--- config.mk ---
export PLATFORM = sky130hd
export DESIGN_NAME = axi4_burst_addr_gen
export DESIGN_NICKNAME = d
export VERILOG_FILES = /design/src/rtl/axi4_pkg.sv /design/src/rtl/axi4_beat_strb.sv /design/src/rtl/axi4_burst_addr_gen.sv
export SDC_FILE = /design/constraint.sdc
export NUM_CORES = 1
export LEC_CHECK = 0
export CAP_MARGIN = 20
export CORE_MARGIN = 2
export CORE_UTILIZATION = 35
export DETAILED_ROUTE_END_ITERATION = 8
export PLACE_DENSITY = 0.57
export SLEW_MARGIN = 40
export SYNTH_ARGS = -nofsm -noshare
export SYNTH_HDL_FRONTEND = slang
export SYNTH_HIERARCHICAL = 1
export SYNTH_SLANG_ARGS = --single-unit
export TNS_END_PERCENT = 5
--- constraint.sdc ---
create_clock -name clk -period 11.52 [get_ports clk]
set_input_delay 2.304 -clock clk [delete_from_list [all_inputs] [get_ports clk]]
set_output_delay 2.304 -clock clk [all_outputs]
set_load 0.01 [all_outputs]
--- src/rtl/axi4_pkg.sv ---
// Shared AXI4 slave-side types, constants and address/response helpers.
// Latency: pure combinational functions, no state.
// Backpressure: n/a (types and functions only).
//
// Helpers work on a fixed 64-bit address container. Callers widen their
// address into it and truncate the result back. Low-order address bits do not
// depend on higher ones, so arithmetic stays modulo 2^ADDR_W for any
// ADDR_W <= 64.
package axi4_pkg;

  localparam int AXI4_ADDR_MAX_W      = 64;
  localparam int AXI4_BOUNDARY_4K     = 4096;
  localparam int AXI4_BOUNDARY_4K_LSB = $clog2(AXI4_BOUNDARY_4K);

  typedef logic [AXI4_ADDR_MAX_W-1:0] axi4_addr_t;

  typedef enum logic [2:0] {
    S1   = 3'd0,
    S2   = 3'd1,
    S4   = 3'd2,
    S8   = 3'd3,
    S16  = 3'd4,
    S32  = 3'd5,
    S64  = 3'd6,
    S128 = 3'd7
  } AXSize_t;

  typedef enum logic [1:0] {
    FIXED    = 2'd0,
    INCR     = 2'd1,
    WRAP     = 2'd2,
    RESERVED = 2'd3
  } AXBurst_t;

  typedef enum logic [1:0] {
    OKAY   = 2'd0,
    EXOKAY = 2'd1,
    SLVERR = 2'd2,
    DECERR = 2'd3
  } XRESP_t;

  typedef enum logic {
    IDLE  = 1'b0,
    BURST = 1'b1
  } burst_state_t;

  // Address of the beat following 'cur'. A WRAP window is aligned to its own
  // size and every beat lies inside it, so the lower bound can be derived from
  // the current beat. The start address does not need to be kept.
  function automatic axi4_addr_t axi4_next_addr(
    input axi4_addr_t cur,
    input logic [7:0] len,
    input AXSize_t    size,
    input AXBurst_t   burst
  );
    axi4_addr_t step;
    axi4_addr_t wrap_bytes;
    axi4_addr_t lower;
    axi4_addr_t nxt;
    step       = axi4_addr_t'(1) << size;
    wrap_bytes = (axi4_addr_t'(len) + axi4_addr_t'(1)) << size;
    lower      = cur & ~(wrap_bytes - axi4_addr_t'(1));
    nxt        = cur;
    case (burst)
      INCR: nxt = (cur & ~(step - axi4_addr_t'(1))) + step;
      WRAP: begin
        nxt = cur + step;
        if (nxt == lower + wrap_bytes) nxt = lower;
      end
      default: nxt = cur;
    endcase
    return nxt;
  endfunction

  // Legality check of a request at acceptance. strb_w is the data bus width
  // in bytes.
  function automatic XRESP_t axi4_check_err(
    input axi4_addr_t  addr,
    input logic [7:0]  len,
    input AXSize_t     size,
    input AXBurst_t    burst,
    input int unsigned strb_w
  );
    axi4_addr_t step;
    axi4_addr_t last_byte;
    logic       err;
    step      = axi4_addr_t'(1) << size;
    last_byte = (addr & ~(step - axi4_addr_t'(1)))
              + ((axi4_addr_t'(len) + axi4_addr_t'(1)) << size) - axi4_addr_t'(1);
    err = 1'b0;
    if (step > axi4_addr_t'(strb_w)) err = 1'b1;
    if (burst == RESERVED) err = 1'b1;
    if (burst == WRAP && !(len inside {8'd1, 8'd3, 8'd7, 8'd15})) err = 1'b1;
    if (burst == WRAP && (addr & (step - axi4_addr_t'(1))) != '0) err = 1'b1;
    if (burst == FIXED && len > 8'd15) err = 1'b1;
    if (burst == INCR &&
        (addr >> AXI4_BOUNDARY_4K_LSB) != (last_byte >> AXI4_BOUNDARY_4K_LSB)) err = 1'b1;
    return err ? SLVERR : OKAY;
  endfunction

endpackage

--- src/rtl/axi4_beat_strb.sv ---
// Byte-lane strobe for one beat: lanes from the address offset up to the end
// of the 2^size-aligned container.
// Latency: combinational. Backpressure: none (no handshake).
//
// Ports: addr_off (beat address bits inside the data bus), size (AXSize_t),
//        strb (DATA_W/8 active-lane mask).
module axi4_beat_strb
  import axi4_pkg::*;
#(
  parameter int  DATA_W = 64,
  localparam int STRB_W = DATA_W / 8,
  localparam int OFF_W  = (STRB_W > 1) ? $clog2(STRB_W) : 1
) (
  input  logic [OFF_W-1:0]  addr_off,
  input  AXSize_t           size,
  output logic [STRB_W-1:0] strb
);

  logic [31:0] sz;
  logic [31:0] lo;
  logic [31:0] hi;

  always_comb begin
    sz = 32'd1 << size;
    // A one-byte bus has no offset bits. Masking keeps a single lane at 0.
    lo = 32'(addr_off) & 32'(STRB_W - 1);
    hi = (lo & ~(sz - 32'd1)) + sz;
    strb = '0;
    for (int i = 0; i < STRB_W; i++) begin
      strb[i] = (32'(i) >= lo) && (32'(i) < hi);
    end
  end

endmodule

--- src/rtl/axi4_burst_addr_gen.sv ---
// AXI4 burst address generator: turns one AW/AR-style request into len+1 beats
// with address, strobe, last, id and a response fixed at acceptance.
// Latency: first beat 1 cycle after acceptance; 1 idle cycle between bursts.
// Backpressure: beat outputs hold while beat_valid && !beat_ready; ax_ready=0 in BURST.
//
// Ports: clk/rst (sync active-high); ax_valid/ax_ready + ax_addr/len/size/burst/id
//        request; beat_valid/beat_ready + beat_addr/strb/last/id/resp per beat.
module axi4_burst_addr_gen
  import axi4_pkg::*;
#(
  parameter int ADDR_W = 32,
  parameter int DATA_W = 64,
  parameter int ID_W   = 4
) (
  input  logic                clk,
  input  logic                rst,
  input  logic                ax_valid,
  output logic                ax_ready,
  input  logic [ADDR_W-1:0]   ax_addr,
  input  logic [7:0]          ax_len,
  input  AXSize_t             ax_size,
  input  AXBurst_t            ax_burst,
  input  logic [ID_W-1:0]     ax_id,
  output logic                beat_valid,
  input  logic                beat_ready,
  output logic [ADDR_W-1:0]   beat_addr,
  output logic [DATA_W/8-1:0] beat_strb,
  output logic                beat_last,
  output logic [ID_W-1:0]     beat_id,
  output XRESP_t              beat_resp
);

  localparam int unsigned STRB_W = DATA_W / 8;
  localparam int          OFF_W  = (STRB_W > 1) ? $clog2(STRB_W) : 1;

  burst_state_t      state_q, state_d;
  logic [ADDR_W-1:0] addr_q,  addr_d;
  logic [8:0]        cnt_q,   cnt_d;    // beats still to go after the current one
  logic [7:0]        len_q,   len_d;
  AXSize_t           size_q,  size_d;
  AXBurst_t          burst_q, burst_d;
  logic [ID_W-1:0]   id_q,    id_d;
  XRESP_t            resp_q,  resp_d;
  logic [STRB_W-1:0] lane_strb;

  axi4_beat_strb #(
    .DATA_W (DATA_W)
  ) u_beat_strb (
    .addr_off (addr_q[OFF_W-1:0]),
    .size     (size_q),
    .strb     (lane_strb)
  );

  always_comb begin
    state_d = state_q;
    addr_d  = addr_q;
    cnt_d   = cnt_q;
    len_d   = len_q;
    size_d  = size_q;
    burst_d = burst_q;
    id_d    = id_q;
    resp_d  = resp_q;

    ax_ready   = (state_q == IDLE);
    beat_valid = (state_q == BURST);

    case (state_q)
      IDLE: begin
        if (ax_valid) begin
          state_d = BURST;
          addr_d  = ax_addr;
          cnt_d   = {1'b0, ax_len};
          len_d   = ax_len;
          size_d  = ax_size;
          burst_d = ax_burst;
          id_d    = ax_id;
          resp_d  = axi4_check_err(axi4_addr_t'(ax_addr), ax_len, ax_size, ax_burst, STRB_W);
        end
      end
      BURST: begin
        if (beat_ready) begin
          if (cnt_q == 9'd0) begin
            state_d = IDLE;
          end else begin
            cnt_d = cnt_q - 9'd1;
            // An errored burst repeats the start address on every beat.
            if (resp_q == OKAY) begin
              addr_d = ADDR_W'(axi4_next_addr(axi4_addr_t'(addr_q), len_q, size_q, burst_q));
            end
          end
        end
      end
      default: state_d = IDLE;
    endcase

    beat_addr = addr_q;
    beat_id   = id_q;
    beat_resp = resp_q;
    beat_last = (state_q == BURST) && (cnt_q == 9'd0);
    beat_strb = ((state_q == BURST) && (resp_q == OKAY)) ? lane_strb : '0;
  end

  always_ff @(posedge clk) begin
    if (rst) begin
      state_q <= IDLE;
      addr_q  <= '0;
      cnt_q   <= '0;
      len_q   <= '0;
      size_q  <= S1;
      burst_q <= FIXED;
      id_q    <= '0;
      resp_q  <= OKAY;
    end else begin
      state_q <= state_d;
      addr_q  <= addr_d;
      cnt_q   <= cnt_d;
      len_q   <= len_d;
      size_q  <= size_d;
      burst_q <= burst_d;
      id_q    <= id_d;
      resp_q  <= resp_d;
    end
  end

endmodule
==> reports/qor.json <==
{
  "result_of_the_run": {"value": "finished, final reports clean"},
  "hold_path_class": {"value": "register to register"},
  "placement.setup.worst_slack": {"value": 3368, "unit": "ps"},
  "worst_slew_margin_relative_to_its_limit": {"value": 0.4000},
  "totalWireLength": {"value": 41.02, "unit": "mm"},
  "final.fill_count": {"value": 3368},
  "worstPathBufferInverterCount": {"value": 2},
  "post_layout_nonfiller_instances": {"value": 2129},
  "worst_setup_startpoint": {"value": "ax_len[0]"},
  "grt.total_usage": {"value": 0.2349},
  "grtUsageMet1": {"value": 0.3394},
  "async_flop_share": {"value": 0},
  "crit_required": {"value": 11740, "unit": "ps"},
  "synthCells": {"value": 1668},
  "clk_pin_slew": {"value": 50, "unit": "ps"},
  "cts_tree": {"value": "yes"},
  "mappedNetlistNets": {"value": 1802},
  "worst_setup_path_endpoint": {"value": "beat_resp[1]"},
  "count_of_standard_cell_rows": {"value": 66},
  "cell_pwr_density": {"value": 99.97, "unit": "nW/um^2"},
  "first_global_vias": {"value": 11450},
  "ctsHtreeMaxLevel": {"value": 3},
  "r2r_setup_slack": {"value": 4050, "unit": "ps"},
  "category_of_the_worst_setup_path_launch_point": {"value": "input pin"},
  "place_congestion": {"value": 0.9094},
  "global_route.overflow_total": {"value": 0},
  "synth_area": {"value": 11510, "unit": "um^2"},
  "setup_violations": {"value": 0},
  "utilization": {"value": 0.3983},
  "post_drt_via_cell_ratio": {"value": 5.932},
  "timing.critical_path.fanout_max": {"value": 12},
  "routedWlPerCell": {"value": 19.27, "unit": "um"},
  "reg2reg_from": {"value": "len_q[1]"},
  "clock_insertion_delay_worst_skew": {"value": 330, "unit": "ps"},
  "total_leakage_power": {"value": 5.024, "unit": "nW"},
  "diodes": {"value": 0},
  "mostFrequentLayoutCell": {"value": "nand2_1"},
  "grt_setup_unrepaired": {"value": "no"},
  "netlist.top_cell.by_area": {"value": "dfxtp_1"},
  "grt_max_degree": {"value": 55},
  "grt_util_met2": {"value": 0.3634},
  "tritonroute_pass_1_iters": {"value": 5},
  "grt_first_pass_wirelength": {"value": 64.25, "unit": "mm"},
  "fin_tns_setup": {"value": 0, "unit": "ps"},
  "post_cts_hold_buffer_count": {"value": 0},
  "fraction_of_final_layout_cells_with_drive_strength_greater_than_1": {"value": 0.06046},
  "routed-via-count": {"value": 12630},
  "end_kind": {"value": "register"},
  "crit_arrival": {"value": 7950, "unit": "ps"},
  "postLayoutSetupSlackWorst": {"value": 3795, "unit": "ps"},
  "fin_hold_ws": {"value": 454.4, "unit": "ps"},
  "cts-buffers-inserted": {"value": 9},
  "die_w": {"value": 185.4, "unit": "um"},
  "synth_enable_flop_cells": {"value": 0},
  "cts.repair_timing.setup_buffer_count": {"value": 0},
  "postCtsResizedCells": {"value": 0},
  "design.final.nets": {"value": 1817},
  "top_usage_layer": {"value": "met2"},
  "cp.depth": {"value": 26},
  "syn_avg_cell_area": {"value": 6.902, "unit": "um^2"},
  "ir_worst_vdd": {"value": 0.00005889, "unit": "V"},
  "synth.top_cell.area_share": {"value": 0.1043},
  "placed_cells_incl_taps": {"value": 2114},
  "synth.ff_latch_count": {"value": 60},
  "r2r_cells": {"value": 25},
  "initial_core_util": {"value": 0.3547},
  "multi_input_comb_area": {"value": 9293, "unit": "um^2"},
  "postRouteAntennaNets": {"value": 0},
  "die_height": {"value": 185.4, "unit": "um"},
  "initialDrtViolationCount": {"value": 1366},
  "port_buffers": {"value": 100},
  "final_hold_vio_count": {"value": 0},
  "cts_num_sinks": {"value": 60},
  "grtUsageMet3": {"value": 0.02713},
  "tightest_slew": {"value": 888.4, "unit": "ps"},
  "finalMaxSlewViolations": {"value": 0},
  "detailed_place_hpwl": {"value": 31.59, "unit": "mm"},
  "cts_root_buf": {"value": "clkbuf_16"},
  "crit-reg2reg-capture": {"value": "beat_addr[26]"},
  "syn2layout_area_growth": {"value": 12.29, "unit": "%"},
  "antenna_violations_before_repair": {"value": 1},
  "fmaxAchievable": {"value": 0.1295, "unit": "GHz"},
  "synth_flop_type": {"value": "dfxtp_1"},
  "synthDistinctLibCells": {"value": 116},
  "critical_path.top_delay_family": {"value": "compound AO/OA/AOI/OAI gates"},
  "die-area": {"value": 34360, "unit": "um^2"},
  "register_area": {"value": 1204, "unit": "um^2"},
  "highest_count_cells_in_the_layout_ignoring_fill_and_taps": {"value": "nand2_1, nor2_1, a21oi_1"},
  "timing.final.crit_period": {"value": 7725, "unit": "ps"},
  "seq_area_frac_synth": {"value": 0.1043},
  "yosysWarnings": {"value": 6},
  "ctsLongestPathBuffers": {"value": 2},
  "cpPeakStageDelay": {"value": 630, "unit": "ps"},
  "max_stage_delay_cell_worst_path": {"value": "or4b_2"},
  "critical_path_class": {"value": "input pin to register"},
  "fin_skew": {"value": 6.569, "unit": "ps"},
  "synthTopCellsByArea": {"value": "dfxtp_1, ha_1, nand2_1, xnor2_1, a21oi_1"},
  "drt_drc_violations_left": {"value": 0},
  "design.core.area": {"value": 32450, "unit": "um^2"},
  "final.period_utilization": {"value": 0.6706},
  "io_pins": {"value": 102},
  "max_cap_viol_count": {"value": 0}
}
kinds of logic after synthesis:
kind of cell / count (synthesis) / synth area share
other cells: 1 / 0.0003257
xor+xnor: 114 / 0.09119
mux: 45 / 0.04380
fa+ha+maj: 82 / 0.08956
compound gates: 495 / 0.2950
buf+inv: 222 / 0.08869
flops: 60 / 0.1043
simple gates: 649 / 0.2871
Yosys cell counts (16+ instances only):
cell,n
nand2_1,192
nor2_1,123
a21oi_1,120
inv_1,108
o21ai_0,96
ha_1,80
xnor2_1,70
dfxtp_1,60
nand3_1,55
nor3_1,52
clkbuf_1,51
xor2_1,40
and2_1,36
and3_1,29
nand2b_1,29
a211oi_1,25
mux2i_1,25
a31oi_1,24
buf_4,24
buf_2,23
nand4_1,23
o211ai_1,21
nor4_1,18
a21o_1,17
nor2b_1,16
routing by layer:
layer | share of wire | vias to the layer above
li1 | - | 6138
met1 | 0.46 | 5910
met2 | 0.44 | 527
met3 | 0.068 | 54
met4 | 0.022 | 0
met5 | 0 | -
through the flow:
step / cell area [um^2] / power, mW
after floorplan: 11510 / 0.7611
after global placement: 12570 / 0.9655
after detailed placement: 12600 / 0.9671
after CTS: 12940 / 1.286
after global routing: 12930 / 1.377
final: 12930 / 1.292
state kept, by name, indices dropped and copies added, names as in the netlist:
signal and cells:
burst_q 2, beat_valid 1, size_q 3, beat_resp 1, beat_addr 32, cnt_q 9, beat_id 4, len_q 8
worst reg2reg max path, delay by kind of cell, from the launching register on:
family	cells	cell delay, ps
xor+xnor	1	70
mux	2	790
buf+inv	2	480
compound gates	10	2680
flops	1	440
fa+ha+maj	2	720
simple gates	8	2140
cell type report:
class | instances | share of cell area
well taps | 442 | 0.04278
flip-flops and latches | 60 | 0.09311
inverters | 109 | 0.03165
clock buffers | 11 | 0.01878
clock inverters | 4 | 0.007549
multi-input cells | 1386 | 0.7188
repair buffers | 117 | 0.08730
how the worst min path moves through the flow:
stage / from / end / slack, ps / cells after the start
2_1_floorplan: cnt_q[8] / cnt_q[8] / 460 / 1
3_3_place_gp: beat_id[2] / beat_id[2] / 440 / 2
3_5_place_dp: beat_id[3] / beat_id[3] / 450 / 2
4_1_cts: beat_id[3] / beat_id[3] / 460 / 2
5_1_grt: size_q[0] / size_q[0] / 470 / 2
6_report: beat_id[3] / beat_id[3] / 450 / 2
where the power goes:
| group | internal [mW] | switching [mW] |
|---|---|---|
| logic | 0.283 | 0.391 |
| clock network | 0.216 | 0.0998 |
| registers | 0.231 | 0.0711 |
| total | 0.731 | 0.562 |
Note: power is estimated with default switching activity, not from simulation.
